## config.mk

```make
export PLATFORM = sky130hd
export DESIGN_NAME = vend_controller
export DESIGN_NICKNAME = d
export VERILOG_FILES = /design/src/rtl/vend_pkg.sv /design/src/rtl/vend_stock.sv /design/src/rtl/vend_controller.sv
export SDC_FILE = /design/constraint.sdc
export NUM_CORES = 1
export LEC_CHECK = 0
export ABC_AREA = 0
export CAP_MARGIN = 10
export CORE_MARGIN = 3
export CORE_UTILIZATION = 25
export CTS_CLUSTER_SIZE = 10
export DETAILED_ROUTE_END_ITERATION = 7
export PLACE_DENSITY_LB_ADDON = 0.12
export REMOVE_ABC_BUFFERS = 1
export SLEW_MARGIN = 10
export SYNTH_ARGS = -nofsm -noshare
export SYNTH_HDL_FRONTEND = slang
export SYNTH_SLANG_ARGS = --single-unit
```

## constraint.sdc

```tcl
create_clock -name clock -period 6.92 [get_ports clock]
set_clock_uncertainty 0.2 [all_clocks]
set_input_delay 0.692 -clock clock [delete_from_list [all_inputs] [get_ports clock]]
set_output_delay 0.692 -clock clock [all_outputs]
set_load 0.05 [all_outputs]
```

## src/rtl/vend_pkg.sv

```systemverilog
// Shared definitions for vend_controller: coin encoding, coin values in nickel units
// and the controller state encoding.
package vend_pkg;

    localparam int unsigned COIN_W     = 2;
    localparam int unsigned COIN_VAL_W = 3;

    localparam logic [COIN_W-1:0] COIN_NONE    = 2'd0;
    localparam logic [COIN_W-1:0] COIN_NICKEL  = 2'd1;
    localparam logic [COIN_W-1:0] COIN_DIME    = 2'd2;
    localparam logic [COIN_W-1:0] COIN_QUARTER = 2'd3;

    typedef enum logic [1:0] {
        VS_IDLE   = 2'd0,
        VS_VEND   = 2'd1,
        VS_CHANGE = 2'd2
    } vend_state_t;

    // Value of a coin code in nickel units.
    function automatic logic [COIN_VAL_W-1:0] coin_value(input logic [COIN_W-1:0] code);
        case (code)
            COIN_NICKEL:  coin_value = 3'd1;
            COIN_DIME:    coin_value = 3'd2;
            COIN_QUARTER: coin_value = 3'd5;
            default:      coin_value = 3'd0;
        endcase
    endfunction

endpackage

```

## src/rtl/vend_stock.sv

```systemverilog
// Per-product stock counter: reloads on reset or restock, decrements on vend and
// saturates at zero.
module vend_stock #(
    parameter int unsigned STOCK_W    = 4,
    parameter int unsigned STOCK_INIT = 15
) (
    input  logic               clock,
    input  logic               reset,
    input  logic               dec,
    input  logic               load,
    output logic [STOCK_W-1:0] count,
    output logic               empty
);

    // Load has priority so a restock on the vend cycle leaves a full slot.
    always_ff @(posedge clock) begin
        if (reset || load) begin
            count <= STOCK_W'(STOCK_INIT);
        end else if (dec && (count != '0)) begin
            count <= count - STOCK_W'(1);
        end
    end

    assign empty = (count == '0);

endmodule

```

## src/rtl/vend_controller.sv

```systemverilog
// Multi-product vending controller: coin credit, lowest-index affordable selection,
// per-product stock. Define VEND_CHANGE_EN to return excess credit as nickel pulses.
module vend_controller
    import vend_pkg::*;
#(
    parameter int unsigned                        NUM_PRODUCTS = 3,
    parameter int unsigned                        CREDIT_W     = 8,
    parameter logic [NUM_PRODUCTS*CREDIT_W-1:0]   PRICES       = {8'd5, 8'd5, 8'd5},
    parameter int unsigned                        STOCK_W      = 4,
    parameter int unsigned                        STOCK_INIT   = 15,
    localparam int unsigned                       ID_W         = (NUM_PRODUCTS > 1) ? $clog2(NUM_PRODUCTS) : 1
) (
    input  logic                    clock,
    input  logic                    reset,
    input  logic [COIN_W-1:0]       coin,
    input  logic [NUM_PRODUCTS-1:0] select,
    input  logic                    cancel,
    input  logic                    restock,
    input  logic [ID_W-1:0]         restock_id,
    output logic [NUM_PRODUCTS-1:0] vend,
    output logic [NUM_PRODUCTS-1:0] sold_out,
    output logic [CREDIT_W-1:0]     credit,
    output logic                    coin_reject,
    output logic                    change_out,
    output logic                    busy
);

    localparam logic [1:0] S_IDLE   = 2'(VS_IDLE);
    localparam logic [1:0] S_VEND   = 2'(VS_VEND);
`ifdef VEND_CHANGE_EN
    localparam logic [1:0] S_CHANGE = 2'(VS_CHANGE);
`endif

    logic [1:0]              state;
    logic [1:0]              state_next;
    logic [CREDIT_W-1:0]     credit_next;
    logic [NUM_PRODUCTS-1:0] vend_next;
    logic                    coin_reject_next;
    logic                    busy_next;
    logic [ID_W-1:0]         sel_idx;
    logic [ID_W-1:0]         sel_idx_next;
    logic [COIN_W-1:0]       coin_prev;

    logic                    coin_new;
    logic [CREDIT_W:0]       coin_sum;
    logic                    coin_ok;
    logic                    cand_found;
    logic [ID_W-1:0]         cand_idx;
    logic                    restock_hit;

    logic [CREDIT_W-1:0]     price       [NUM_PRODUCTS];
    logic [STOCK_W-1:0]      stock_count [NUM_PRODUCTS];
    logic [NUM_PRODUCTS-1:0] stock_empty;
    logic [NUM_PRODUCTS-1:0] stock_dec;
    logic [NUM_PRODUCTS-1:0] stock_load;

    // A coin counts only on a transition out of "no coin".
    assign coin_new    = (coin != COIN_NONE) && (coin_prev == COIN_NONE);
    assign coin_sum    = {1'b0, credit} + (CREDIT_W+1)'(coin_value(coin));
    assign coin_ok     = ~coin_sum[CREDIT_W];
    assign restock_hit = restock && (32'(restock_id) < NUM_PRODUCTS);

    for (genvar g = 0; g < NUM_PRODUCTS; g++) begin : g_stock
        assign price[g]      = PRICES[g*CREDIT_W +: CREDIT_W];
        assign stock_dec[g]  = (state == S_VEND) && (sel_idx == ID_W'(g));
        assign stock_load[g] = restock_hit && (restock_id == ID_W'(g));

        vend_stock #(
            .STOCK_W    (STOCK_W),
            .STOCK_INIT (STOCK_INIT)
        ) u_stock (
            .clock (clock),
            .reset (reset),
            .dec   (stock_dec[g]),
            .load  (stock_load[g]),
            .count (stock_count[g]),
            .empty (stock_empty[g])
        );
    end

    assign sold_out = stock_empty;

    // Walk from the top index down so the lowest eligible index wins.
    always_comb begin
        cand_found = 1'b0;
        cand_idx   = '0;
        for (int i = int'(NUM_PRODUCTS) - 1; i >= 0; i--) begin
            if (select[i] && (credit >= price[i]) && (stock_count[i] != '0)) begin
                cand_found = 1'b1;
                cand_idx   = ID_W'(i);
            end
        end
    end

`ifdef VEND_CHANGE_EN
    logic change_out_next;
`else
    logic unused_cancel;
    assign unused_cancel = cancel;
    assign change_out    = 1'b0;
`endif

    // Next state and next registered outputs.
    always_comb begin
        state_next       = state;
        credit_next      = credit;
        vend_next        = '0;
        sel_idx_next     = sel_idx;
        coin_reject_next = 1'b0;
`ifdef VEND_CHANGE_EN
        change_out_next  = 1'b0;
`endif
        case (state)
            S_IDLE: begin
                if (coin_new) begin
                    if (coin_ok) begin
                        credit_next = coin_sum[CREDIT_W-1:0];
                    end else begin
                        coin_reject_next = 1'b1;
                    end
                end
                if (cand_found) begin
                    state_next          = S_VEND;
                    sel_idx_next        = cand_idx;
                    vend_next[cand_idx] = 1'b1;
                end
`ifdef VEND_CHANGE_EN
                else if (cancel && (credit != '0)) begin
                    state_next      = S_CHANGE;
                    change_out_next = 1'b1;
                end
`endif
            end
            S_VEND: begin
                coin_reject_next = coin_new;
                credit_next      = credit - price[sel_idx];
                state_next       = S_IDLE;
`ifdef VEND_CHANGE_EN
                if (credit_next != '0) begin
                    state_next      = S_CHANGE;
                    change_out_next = 1'b1;
                end
`endif
            end
`ifdef VEND_CHANGE_EN
            // The pulse in flight covers the nickel removed at this edge.
            S_CHANGE: begin
                coin_reject_next = coin_new;
                credit_next      = credit - CREDIT_W'(1);
                if (credit_next == '0) begin
                    state_next = S_IDLE;
                end else begin
                    change_out_next = 1'b1;
                end
            end
`endif
            default: begin
                state_next = S_IDLE;
            end
        endcase
        busy_next = (state_next != S_IDLE);
    end

    always_ff @(posedge clock) begin
        if (reset) begin
            state       <= S_IDLE;
            credit      <= '0;
            vend        <= '0;
            coin_reject <= 1'b0;
            busy        <= 1'b0;
            sel_idx     <= '0;
            coin_prev   <= COIN_NONE;
`ifdef VEND_CHANGE_EN
            change_out  <= 1'b0;
`endif
        end else begin
            state       <= state_next;
            credit      <= credit_next;
            vend        <= vend_next;
            coin_reject <= coin_reject_next;
            busy        <= busy_next;
            sel_idx     <= sel_idx_next;
            coin_prev   <= coin;
`ifdef VEND_CHANGE_EN
            change_out  <= change_out_next;
`endif
        end
    end

endmodule

```

; ---- Word level (Yosys, flattened, before mapping)
; Index checks and enable logic that the tools add are counted.
[classes]
n_addsub = 5
order_cmp = 5
eq_ne = 10
mux = 20
bitwise = 3
n_reduce_logical = 37
[ops]
columns = op, n
row1 = two-way mux 8 bit, 4
row2 = logical AND 1 bit, 18
row3 = binary-select mux 8 bit (select 2 bit), 1
row4 = one-hot mux 8 bit (2 select lines), 1
row5 = logical NOT 4 bit, 3
row6 = nonzero test 4 bit, 3
row7 = subtractor 4 x 1 -> 4 bit (second input constant), 3
row8 = two-way mux 2 bit, 5
row9 = adder 8 x 3 -> 9 bit, 1
row10 = one-hot mux 3 bit (3 select lines), 1
row11 = == test 2 x 1 -> 1 bit (second input constant), 4
row12 = == test 2 bit (second input constant), 4
row13 = >= comparator 8 x 3 -> 1 bit (second input constant), 1
row14 = logical NOT 2 bit, 4
row15 = subtractor 8 bit, 1
row16 = two-way mux 1 bit, 6
row17 = nonzero test 2 bit, 3
row18 = != test 2 bit (second input constant), 2
row19 = >= comparator 3 bit (second input constant), 1
row20 = logical OR 1 bit, 3
row21 = < comparator 2 x 3 -> 1 bit (second input constant), 1
row22 = NOT 2 -> 3 bit, 1
row23 = AND reduction 3 bit, 1
row24 = OR reduction 3 bit, 1
row25 = 6 further kinds, 7
[word_totals]
register_bits = 31
inputBits = 11
out_inout_bits = 17
word_cells = 90

; ---- Depth between registers and ports, before layout
; Gate-level depths: netlist of the first run.
[depth]
depth_word = 10
mapped_depth = 7
depth_no_buf = 7

; ---- By module
; Synthesis of the first run repeated with hierarchy kept, for this count alone.
[hier_totals]
hier_cells = 195
area_unflattened_um2 = 1776.7
[by_module_without_submodules]
columns = module, instances, cells_each, area_each_um2, seq_area_each_um2
row1 = vend_controller, 1, 123, 1176.1, 380.4
row2 = vend_stock, 3, 24, 200.2, 80.1

; ---- Worst setup path after synthesis of the first run
; No wires, ideal clock.
[synth_timing]
path_kind = input port to flip-flop
start = input coin[0]
end = register credit[4]
setup_time_ps = 123
arrival_time_ps = 2144
t_required_ps = 6597
path_slack_ps = 4452
path_stages = 6
path_buffers = 0
path_cell_list = ha_1 fa_1 a21oi_1 nor4_2 a211oi_1 mux2_1
[synth_between]
elab_chain_len = 6
elab_cells_between_ends = 13
cone_classes = add/sub (1) / eq/ne (5) / mux (4) / reduce/logical (3)
[synth_lines]
columns = element, line
row1 = start: declaration, vend_controller.sv:15  ; input logic [COIN_W-1:0] coin,
row2 = == test 2 bit or == test 2 x 1 -> 1 bit (tied branches), vend_pkg.sv:21  ; case (code)
row3 = one-hot mux 3 bit (3 select lines), vend_pkg.sv:21
row4 = adder 8 x 3 -> 9 bit, vend_controller.sv:59  ; assign coin_sum = {1'b0, credit} + (CREDIT_W+1)'(coin_value(coin));
row5 = two-way mux 8 bit, vend_controller.sv:116  ; if (coin_ok) begin
row6 = two-way mux 8 bit, vend_controller.sv:115  ; if (coin_new) begin
row7 = one-hot mux 8 bit (2 select lines), vend_controller.sv:113  ; case (state)
row8 = end signal: assignment, vend_controller.sv:178  ; credit <= credit_next;
row9 = end: declaration, vend_controller.sv:22  ; output logic [CREDIT_W-1:0] credit,
; Several ways; a longest one is shown, not always the timed one. The select of a mux whose other input is x is not followed.
; A chain may end at the register's enable or synchronous reset.

; ---- Worst setup path in the final report of the first run
[layout_timing]
start = register g_stock[0].u_stock.count[0]
end = output sold_out[0]
[layout_between]
elab_chain_len = 1
[layout_lines]
columns = element, line
row1 = start: declaration, vend_stock.sv:11  ; output logic [STOCK_W-1:0] count,
row2 = start signal: assignment, vend_stock.sv:18  ; count <= STOCK_W'(STOCK_INIT);
row3 = start signal: assignment, vend_stock.sv:20  ; count <= count - STOCK_W'(1);
row4 = logical NOT 4 bit, vend_stock.sv:24  ; assign empty = (count == '0);
row5 = end: declaration, vend_controller.sv:21  ; output logic [NUM_PRODUCTS-1:0] sold_out,
; Every way passes these cells.

==> results.md, run 1 <==
* Sw power at 0.000108 W
* Max-Cap Viols at 0
* Commonest cells in the netlist: dfxtp_1, nand2_1, inv_1
* Syn avg cell area at 8.61 µm²
* Slowest-stage cell, CP: clkdlybuf4s50_1
* Yosys top cell area share at around 36%
* Synth Flop Type: dfxtp_1
* Io pins at 28
* CORE AREA at 0.00657 mm²
* Ys Warns at 0
* Vias/cell at 4.61
* Largest net degree at the start of global routing at 24
* Status: completed
* Mapped cell area at approximately 0.0017 mm²
* Seq pwr share at about 47%
* Crit Path Class: flip-flop to primary output
* CP max stage delay at 800 ps
* Initial Utilization at 26.6%
* Initial antenna violation count at 0
* Worst-path clk slew at around 70 ps
* GPL Wtd Cong at about 0.77
* Area contributors post-synth: dfxtp_1, ha_1, nand2_1, nor2b_1, inv_1
* Post-route minimum period at 3100 ps
* Sequential area share after synthesis at a little over a third
* Worst slew pin tran at around 800 ps
* Synthesized flop and latch total at 31
* Fmax at 323 MHz
* FF-to-FF Start: sel_idx[0]$_SDFFE_PP0P_
* Total CTS buffers at 5
* CTS Buffer Depth at 2
* Reg2Reg Depth at 6
* Crit-path cells: inv_1 -> ha_1 -> or3b_1 -> inv_1 -> clkdlybuf4s50_1
* Vias in the first global route at approximately 1400
* Antenna diode count at 0
* Die Span X at around 90 µm
* Leakage Power at slightly below 0.9 nW
* Number of enable flip-flop cells after synthesis at 0
* Cell repeated most along the worst path: inv_1
* Required @ worst endpoint at just over 6000 ps
* Comb pwr share at about an eighth
* P_int at approximately 0.00029 W
* Final Hold Viols at 0
* Relative slew slack at roughly 48%
* Layout area overhead at 24.0%
* Setup TNS at 0 ps
* Hold-fix buffers, CTS at 0
* H-Tree Level Count at 2
* PD cells at ~180 mW/mm²
* Reg2Reg Setup Slack at about 4500 ps
* CTS tree: built
* Critical Path AT at approximately 2200 ps
* FP Rows at 29
* Min-delay src: g_stock[0].u_stock.count[3]$_SDFFE_PP1P_
* Max IR drop VDD at roughly 0.066 mV
* Die height at ~90 µm
* Via Count at between 1000 and 1500
* Finished Cell Area at between 0.002 and 0.0025 mm²
* Routed wire length per instance at between 10 and 15 µm
* Count of final setup violators at 0
* Area post-placement at between 0.002 and 0.0025 mm²
* RR Endpoint: credit[5]$_SDFFE_PP0P_
* Fin crit share at around 45%
* Slew Viols, Final at 0
* Share of post-route cells with drive strength above 1 at roughly 6.2%
* Filler cells at 700
* CTS root buf: clkbuf_8
* DRC viols at 0
* Post-CTS Resized at 0
* CP endpoint kind: primary output
* Worst skew pair latency at between 200 and 300 ps
* Port Buffer Count at 25
* Placed wire-length estimate at ~3000 µm
* Iter 0 DRT Violations at 20
* Total Routing Usage GR at a little over a tenth
* Async SR Flop Fraction at 0%
* DR pass1 iterations at 4
* Postcts setup bufs at 0
* Clock power frac at 41.7%
* Total wire length at 4090 µm
* Nature of the critical path startpoint: flip-flop
* First-pass GRT wire length at between 6000 and 7000 µm
* Hold EP: g_stock[0].u_stock.count[3]$_SDFFE_PP1P_
* Netlist cell types at 48
* Sw frac at 27.0%
* Most frequent cell after synthesis: dfxtp_1
* CTS sink cnt at 31
* Cell taking the most area after synthesis: dfxtp_1
* Grt ovf at 0
* Detail Route Antenna Nets at 0
* Mapped Cells at 203
* Die footprint at 0.00803 mm²
* WHS Path Cells at 2
* RSZ-0062 raised after global routing: false
* Hold Crit Class: flip-flop to flip-flop
* Final nets at roughly 250
* Max FO, Critical Path at 7
==> per-layer routing <==
layer / wire, µm / share of wire (%) / track usage [%]
met4: 90 / 2.2 / 5.28
met5: 0 / 0 / 0
met3: 151 / 3.7 / 3.28
met1: 2090 / 51 / 14.5
met2: 1760 / 43 / 16.0
==> stage by stage <==
step           util [%]  worst slack (ps)  power (W)  hold WS (ps)  std cells
2_1_floorplan         -              4440   0.000218           254        192
6_report           33.0              3820   0.000399           290        319
4_1_cts            33.0              3790   0.000406           293        319
5_1_grt            33.0              3720   0.000415           320        319
3_5_place_dp       31.4              3740   0.000237           269        311
3_3_place_gp       31.4              3730   0.000237           275        311
==> cell usage in the layout, fill, tap and decap left out, types with 2 or more instances in the layout <==
master and n:
mux2i_1 2, mux2_1 3, nor2_1 10, o211ai_1 4, dfxtp_1 31, nor4b_1 2, xor2_1 6, a31oi_1 4
o21ai_0 2, nor2b_1 10, nor3_1 9, xnor2_1 4, clkdlybuf4s50_1 25, nand2_1 19, clkbuf_8 7, ha_1 9
inv_1 16, or3b_1 3, conb_1 2, nand3_1 9, a211oi_1 7, nand2b_1 3, nor4_1 4, or3_1 2
nor4_2 2, nand4_1 4, a21oi_1 3, a2111oi_0 3
==> final cells by class <==
class / count / area, µm² / area share (%)
Inverter: 16 / 60.1 / 2.77
Timing Repair Buffer: 26 / 258 / 11.9
Tap cell: 93 / 116 / 5.37
Multi-Input combinational cell: 145 / 1010 / 46.5
Clock inverter: 1 / 7.51 / 0.346
Clock buffer: 7 / 96.3 / 4.45
Sequential cell: 31 / 621 / 28.6
==> flip-flops by register name, indices dropped and copies added (netlist names) <==
register               cells
coin_reject                1
vend                       3
sel_idx                    2
busy                       1
g_stock.u_stock.count     12
state                      2
credit                     8
coin_prev                  2
==> critical path, delay by kind of cell (launching register included) <==
kind / cells / cell delay, ps
flip-flops: 1 / 310
AND/OR/NAND/NOR: 1 / 470
adder cells (fa/ha/maj): 1 / 160
buffers and inverters: 3 / 970
==> power by group through the flow <==
stage / clock [W] / combinational [W] / sequential (W)
floorplan: 0 / 0.0000228 / 0.000195
global placement: 0 / 0.0000473 / 0.000190
detailed placement: 0 / 0.0000467 / 0.000190
CTS: 0.000173 / 0.0000472 / 0.000186
global route: 0.000177 / 0.0000520 / 0.000186
finish: 0.000166 / 0.0000467 / 0.000186
==> cells by family after synthesis <==
logic type	count (synthesis)	share of synthesized area, %
other cells	1	0.215
xor+xnor	10	5.01
fa+ha+maj	10	7.59
compound gates	33	14.4
buf+inv	28	7.02
mux	6	3.72
simple gates	84	26.6
flops	31	35.5
==> how the worst max path moves through the flow <==
stage                                                   startpoint                      to  slack, ps  cells past startpoint
after floorplan                                            coin[0]  credit[4]$_SDFFE_PP0P_       4440                      6
after global placement                                     coin[0]  credit[4]$_SDFFE_PP0P_       3730                      7
after detailed placement                                   coin[0]  credit[4]$_SDFFE_PP0P_       3740                      7
after CTS                 g_stock[0].u_stock.count[0]$_SDFFE_PP1P_             sold_out[0]       3790                      5
after global routing      g_stock[0].u_stock.count[0]$_SDFFE_PP1P_             sold_out[0]       3720                      5
final                     g_stock[0].u_stock.count[0]$_SDFFE_PP1P_             sold_out[0]       3820                      5
Power figures use the tool's default switching activity.
==> run 2: changes to the inputs <==
==> constraint.sdc (replaced) <==
create_clock -name clock -period 2.75 [get_ports clock]
set_clock_uncertainty 0.2 [all_clocks]
set_input_delay 0.275 -clock clock [delete_from_list [all_inputs] [get_ports clock]]
set_output_delay 0.275 -clock clock [all_outputs]
set_load 0.05 [all_outputs]
==> run 2 against run 1 <==
  * Non-clock buffer count grew 6
  * Clock power grew to 2.8 times the previous value
  * Final area grew 2.9%
  * Total power grew to 2.7 times the previous value
  * Register-to-register slack lost 4100 ps
  * Via count grew 3.7%
  * Critical path type unchanged
==> results.md, run 2 (same netlist as run 1, synthesis figures left out) <==
* Crit Path Class: flip-flop to primary output
* Final nets at 252
* CTS tree: built
* Worst-path clk slew at ~70 ps
* CTS Buffer Depth at 2
* First-pass GRT wire length at between 7000 and 8000 µm
* Count of final setup violators at 0
* Port Buffer Count at 25
* Total power at between 0.001 and 0.0015 W
* Setup TNS at 0 ps
* CP top delay family: buffers and inverters
* Reg2Reg Depth at 7
* Slew Viols, Final at 0
* DR pass1 iterations at 4
* GRT met2 Usage at roughly 17%
* Vias/cell at 4.70
* Max IR drop VDD at approximately 0.16 mV
* Routed wire length per instance at 12.9 µm
* Die footprint at around 0.0080 mm²
* CP max stage delay at around 800 ps
* WHS Path Cells at 2
* Reg2Reg Setup Slack at 420 ps
* Fmax at between 300 and 400 MHz
* Initial antenna violation count at 0
* Most Crowded Layer GR: met2
* Iter 0 DRT Violations at between 50 and 60
* Final Hold Viols at 0
* Met3 Usage GRT at ~3.5%
* Min-delay src: g_stock[0].u_stock.count[3]$_SDFFE_PP1P_
* Most flop-heavy register: g_stock.u_stock.count
* H-Tree Level Count at 2
* FF-to-FF Start: sel_idx[1]$_SDFFE_PP0P_
* Die height at approximately 90 µm
* Total CTS buffers at 5
* Hold EP: g_stock[0].u_stock.count[3]$_SDFFE_PP1P_
* Slowest-stage cell, CP: clkdlybuf4s50_1
* Io pins at 28
* Max-Cap Viols at 0
* Total Routing Usage GR at roughly an eighth
* Filler cells at approximately 700
* Antenna diode count at 0
* CP bufs+invs at 3
* Area taken by flip-flops and latches at just over 600 µm²
* Multi-input logic area at 0.00101 mm²
* Max FO, Critical Path at 2
* Crit-path cells: inv_1 -> ha_1 -> or3b_1 -> inv_1 -> clkdlybuf4s50_1
* CORE AREA at between 0.006 and 0.007 mm²
* Worst skew pair latency at 280 ps
* Status: completed
* Critical Path AT at just over 2000 ps
* Fin crit share at between 90% and 100%
* FP Rows at 29
* Worst slew pin tran at 660 ps
* Detail Route Antenna Nets at 0
* Initial Utilization at 26.6%
* Max FFs per register at 12
* Total wire length at roughly 4200 µm
* Commonest non-fill, non-tap cell in the layout: dfxtp_1
* DP Cell Count at 317
* CP endpoint kind: primary output
* Cell repeated most along the worst path: inv_1
* RSZ-0062 raised after global routing: false
* Share of post-route cells with drive strength above 1 at around 8.6%
* Die Span X at 89.6 µm
* CTS sink cnt at 31
* GR Util met1 at about 16%
* GPL Wtd Cong at between 0.7 and 0.8
* Largest net degree at the start of global routing at 12
* Fin cells at between 300 and 400
* Required @ worst endpoint at approximately 2300 ps
* Vias in the first global route at 1453
* Biggest regs: g_stock.u_stock.count x12, credit x8, vend x3
* Placed wire-length estimate at roughly 3200 µm
* RR Endpoint: credit[4]$_SDFFE_PP0P_
* Area post-placement at 0.00211 mm²
* Finished Cell Area at around 0.0022 mm²
* Hold Crit Class: flip-flop to flip-flop
* Grt ovf at 0
* Layout area overhead at 27.6%
* Post-route minimum period at between 2000 and 3000 ps
* Most frequent cells in the layout: dfxtp_1, clkdlybuf4s50_1, nand2_1
* Nature of the critical path startpoint: flip-flop
* Via Count at 1526
* Relative slew slack at between 50% and 60%
* PD cells at between 400 and 500 mW/mm²
* DRC viols at 0
* Leakage Power at roughly 0.97 nW
* CTS root buf: clkbuf_8
run 2: area by class of cell:
cell class / count / share of cell area (%)
clock buffer: 6 / 3.70
clock inverter: 2 / 1.57
inverter: 16 / 2.69
multi-input combinational: 145 / 45.2
sequential: 31 / 27.8
tap: 93 / 5.22
timing repair buffer: 32 / 13.8
run 2: repair_timing:
action,in CTS,in global routing
hold buffers,0,0
setup buffers,0,0
endpoints found under the setup margin,0,2
resized for setup,0,2
run 2: worst max-delay path by stage:
stage	from	endpoint	slack (ps)	cells past startpoint
floorplan	credit[2]$_SDFFE_PP0P_	credit[4]$_SDFFE_PP0P_	300	5
global placement	coin[0]	credit[4]$_SDFFE_PP0P_	20	7
detailed placement	coin[0]	credit[4]$_SDFFE_PP0P_	-10	7
CTS	g_stock[1].u_stock.count[0]$_SDFFE_PP1P_	sold_out[1]	70	5
global route	g_stock[0].u_stock.count[0]$_SDFFE_PP1P_	sold_out[0]	100	5
finish	g_stock[0].u_stock.count[0]$_SDFFE_PP1P_	sold_out[0]	210	5
run 2: through the flow:
stage	worst slack, ps	utilization, %	hold WS (ps)
2_1_floorplan	303	-	144
3_3_place_gp	20.0	32.1	274
3_5_place_dp	-10.2	32.1	273
4_1_cts	71.4	33.9	296
5_1_grt	102	34.0	321
6_report	210	34.0	289
run 2: tightest hold or removal path: stages, from the launching register on:
cell	delay, ps
dfxtp_1	340
xor2_1	70
nand2_1	50
run 2: where the power goes:
part	total, W	switching [W]	internal, W
clock	0.000473	0.000179	0.000293
combinational	0.000122	0.0000710	0.0000512
sequential	0.000468	0.0000116	0.000457
total	0.00106	0.000262	0.000801
run 2: metal layers:
metal | vias to the layer above | share of wire [%]
met1 | 711 | 49
met3 | 4 | 4.9
met4 | 0 | 1.7
met5 | - | 0
met2 | 30 | 44
li1 | 781 | -
